**config.mk**
```make
export PLATFORM = sky130hd
export DESIGN_NAME = step_seq_watchdog
export DESIGN_NICKNAME = d
export VERILOG_FILES = /design/src/rtl/step_seq_watchdog.sv
export SDC_FILE = /design/constraint.sdc
export NUM_CORES = 1
export LEC_CHECK = 0
export ABC_AREA = 1
export CAP_MARGIN = 25
export CORE_AREA = 2 2 39 41
export CTS_CLUSTER_DIAMETER = 100
export DETAILED_ROUTE_END_ITERATION = 12
export DIE_AREA = 0 0 41 43
export PLACE_DENSITY = 0.62
export SYNTH_ARGS = -nofsm -noshare
export SYNTH_HDL_FRONTEND = slang
export SYNTH_SLANG_ARGS = --single-unit
export TNS_END_PERCENT = 30
```
**constraint.sdc**
```tcl
create_clock -name clock -period 2.7 [get_ports clock]
set_clock_uncertainty 0.05 [all_clocks]
set_input_delay 0.81 -clock clock [delete_from_list [all_inputs] [get_ports clock]]
set_output_delay 0.81 -clock clock [all_outputs]
set_load 0.1 [all_outputs]
```
**src/rtl/step_seq_watchdog.sv**
```systemverilog
// Idle-cycle counter: counts enabled cycles without a clear; expire is high during the LIMIT-th such cycle.
// Latency: expire is combinational from the registered count; clear in the same cycle suppresses it.
module step_seq_watchdog #(
    parameter int LIMIT = 64
) (
    input  logic clock,
    input  logic reset,
    input  logic en_i,
    input  logic clr_i,
    output logic expire_o
);

    localparam int W = $clog2(LIMIT + 1);

    logic [W-1:0] cnt_q;
    logic [W-1:0] cnt_d;

    always_comb begin
        cnt_d = cnt_q;
        if (clr_i) begin
            cnt_d = '0;
        end else if (en_i && cnt_q != W'(LIMIT)) begin
            cnt_d = cnt_q + W'(1);
        end
    end

    always_ff @(posedge clock) begin
        if (reset) begin
            cnt_q <= '0;
        end else begin
            cnt_q <= cnt_d;
        end
    end

    // cnt_q idle cycles have already elapsed, so this cycle is idle cycle LIMIT.
    assign expire_o = en_i & ~clr_i & (cnt_q == W'(LIMIT - 1));

endmodule

```
# Word-level counts from Yosys, hierarchy flattened
# Cells that the tools add are included.
dict set report totals {
  regBits 7
  wordCells 9
  output_inout_bits 1
  in_bits 4
}
dict set report op_classes {
  bitwise 3
  addsub 1
  n_eq_ne 2
  n_reduce_logical 2
}
# op n
set ops {}
lappend ops {{7-bit by 1-bit adder with 7-bit output (second input constant)} 1}
lappend ops {{7-bit by 6-bit equality test with 1-bit output (second input constant)} 1}
lappend ops {{7-bit inequality test (second input constant)} 1}
lappend ops {{1-bit bitwise AND} 2}
lappend ops {{2-bit OR reduction} 1}
lappend ops {{1-bit logical AND} 1}
lappend ops {{1-bit inverter} 1}

# Longest topological paths before layout
dict set report logic_depth {
  ltp_word 3
  mapped_depth 9
  ltp_nobuf 9
}

# Worst setup path before layout
# No wires, ideal clock.
dict set report synth_path {
  path_type {input to output}
  from {input port en_i}
  to {output port expire_o}
  stages 3
  arrival_ps 3856
  setup_slack_ps -2016
  path_buffers 1
  path_cell_list {buf_4 nand2_1 nor4_1}
}
dict set report synth_via {
  elab_chain_cells 2
}
# item line_no
set synth_rtl {}
lappend synth_rtl {{from (decl)} 8} ;# input logic en_i,
lappend synth_rtl {{1-bit bitwise AND (2 in a row)} 36} ;# assign expire_o = en_i & ~clr_i & (cnt_q == W'(LIMIT - 1));
lappend synth_rtl {{to (decl)} 10} ;# output logic expire_o
# No other way between the ends.

# Worst setup path after layout
dict set report layout_path {
  from {input port clr_i}
  to {output port expire_o}
}
dict set report layout_via {
  elab_chain_cells 3
}
# item line_no
set layout_rtl {}
lappend layout_rtl {{from (decl)} 9} ;# input logic clr_i,
lappend layout_rtl {{1-bit inverter} 36}
lappend layout_rtl {{1-bit bitwise AND (2 in a row)} 36}
# No other way between the ends.

==> results.json <==
{
  "drt-initial-drc-count": 10,
  "slew_violations": 0,
  "cts.sinks": 7,
  "grt_pass1_vias": 437,
  "drc": 0,
  "antenna_found_initial": 0,
  "p_int_mw": 0.170,
  "critPathTopFamily": "buffers and inverters",
  "synth_seq_cells": 7,
  "vias": 440,
  "clockBufferDepth": 2,
  "seqPwrFrac_pct": 46.9,
  "overflow": 0,
  "fin_crit_sh_pct": 97.0,
  "io_buffers": 4,
  "reg_top3": "cnt_q: 7 flops",
  "fin_ws_ps": 80.1,
  "worstSetupPathType": "input pin to primary output",
  "worstMarginPinSlew_ps": 374,
  "h-tree-depth": 1,
  "rsz0062_at_grt": "false",
  "regArea_um2": 140,
  "ys_seq_area_share_pct": 31.1,
  "yosysUniqueCellTypes": 17,
  "pin_count": 5,
  "diodes": 0,
  "cts-root-buf": "clkbuf_4",
  "power_frac_clock_pct": 43.7,
  "rows": 14,
  "hold_violations": 0,
  "syn_area_um2": 450,
  "wl_per_cell_um": 10.6,
  "start_util_pct": 32.5,
  "critPathLaunchType": "input pin",
  "required_ps": 1840,
  "p_leak_nw": 0.222,
  "drt_wl_total_um": 944,
  "fin_nets": 80,
  "regMostFlops": "cnt_q",
  "max_stage_delay_ps": 460,
  "status": "finished, final reports clean",
  "grt_max_degree": 9,
  "multi_input_area_um2": 277,
  "critical_path_peak_fanout": 2,
  "cap_violations": 0,
  "post_cts_buffers": 0,
  "fmax_mhz": 382,
  "netSwitchingFraction_pct": 25.0,
  "via_per_inst": 4.94,
  "setup_viol": 0,
  "critPathCaptureType": "primary output",
  "cts_tree": "done",
  "postSynthAreaPerCell_um2": 6.82,
  "hold_class": "flip-flop to flip-flop",
  "grt_pass1_wl_um": 1660,
  "period_minus_slack_ps": 2620,
  "gr-usage-all-layers_pct": 13.7,
  "switching_power_mw": 0.0566,
  "clk_pin_slew_ps": 50,
  "die_h_um": 43,
  "die-area_mm2": 0.00176,
  "synthToLayoutAreaGrowth_pct": 24.4,
  "fillers": 147,
  "drive_gt1_share_pct": 16.4,
  "max-vdd-ir-drop_uv": 205,
  "final_common_cell": "nand2_1",
  "arrival_ps": 1760,
  "hpwl_um": 698,
  "dieWidth_um": 41,
  "holdWs_ps": 460,
  "comb_power_share_pct": 9.5,
  "ys_warn_count": 0,
  "largest_register_ffs": 7,
  "insertion_delay_ps": 260,
  "core-area_mm2": 0.00138,
  "path_buf_inv": 2,
  "mostFrequentLayoutCells": "nand2_1 (11), nor2_1 (10), inv_1 (9)",
  "dpl_worst_slack_ps": -106,
  "power_density_mw_per_mm2": 405,
  "critPathSlowestCell": "clkdlybuf4s50_1",
  "syn_inst": 66,
  "cts_buffers": 3,
  "synth_fp_nets": 72,
  "cp_cell_sequence": "clkdlybuf4s50_1 -> nor4_4 -> buf_12",
  "routabilityCongestion": 0.730,
  "maxSlewHeadroom_pct": 74.9,
  "drtAntennaViolNets": 0,
  "dr.pass1.iters": 2
}
cells in the mapped netlist:
cell      n  share of area (%)
nand3_4   1                3.9
inv_2     1               0.83
nor2_1   10                8.3
inv_1     9                7.5
o21ai_1   2                2.2
nand2_1  12                 10
buf_4     1                1.7
nand4_1   4                5.6
xor2_1    1                1.9
nand2_4   1                2.5
nor4_1    1                1.4
buf_6     1                2.5
nor2_2    2                2.8
a21oi_1   4                4.4
dfxtp_1   7                 31
ha_1      2                5.6
nand3_1   7                7.8
final cells by class:
type / count / share of cell area, %
clock buffer: 4 / 4.69
inverter: 10 / 6.70
multi-input combinational: 47 / 49.3
sequential: 7 / 25.0
tap: 16 / 3.57
timing repair buffer: 5 / 10.7
through the flow:
| step | TNS (ps) | area (um^2) | utilization (%) | std cells | power [mW] |
|---|---|---|---|---|---|
| floorplan | -214 | 485 | - | 66 | 0.124 |
| global placement | -88.1 | 532 | 38.4 | 85 | 0.130 |
| detailed placement | -106 | 532 | 38.4 | 85 | 0.130 |
| CTS | 0 | 558 | 40.3 | 89 | 0.228 |
| global route | 0 | 561 | 40.5 | 89 | 0.237 |
| finish | 0 | 561 | 40.5 | 89 | 0.227 |
power groups by stage:
stage | logic, mW | registers (mW) | clock network, mW
detailed placement | 0.0216 | 0.109 | 0
CTS | 0.0219 | 0.106 | 0.0997
global route | 0.0240 | 0.107 | 0.106
floorplan | 0.0158 | 0.108 | 0
global placement | 0.0213 | 0.109 | 0
finish | 0.0215 | 0.106 | 0.0991
tightest hold or removal path, delay by kind of cell, from the launching register on:
kind | cells | cell delay [ps]
AO/OA/AOI/OAI | 1 | 50
flip-flops | 1 | 340
AND/OR/NAND/NOR | 1 | 90
cells by family after synthesis:
kind of cell    after synthesis  synth area share (%)
xor+xnor                      1                  1.94
buf+inv                      12                  12.5
fa+ha+maj                     2                  5.55
flops                         7                  31.1
compound gates                6                  6.67
simple gates                 38                  42.2
routing by layer:
layer	part of all wire (%)	vias up	global-route usage (%)
met4	1.2	0	6.00
met5	0	-	0
met3	3.4	2	3.14
met1	49	203	15.8
li1	-	228	-
met2	46	7	22.5
what timing repair did:
action	in CTS	in global routing
pin swaps	1	0
setup endpoints to repair	1	1
gates resized for setup	0	1
hold buffers	0	0
worst paths after layout:
kind	startpoint	to	slack (ps)	cells past startpoint
max reg2reg	cnt_q[0]	cnt_q[0]	1330	9
max	clr_i	expire_o	80	3
min	cnt_q[6]	cnt_q[6]	460	2
min reg2reg	cnt_q[6]	cnt_q[6]	460	2
Power figures use the tool's default switching activity.
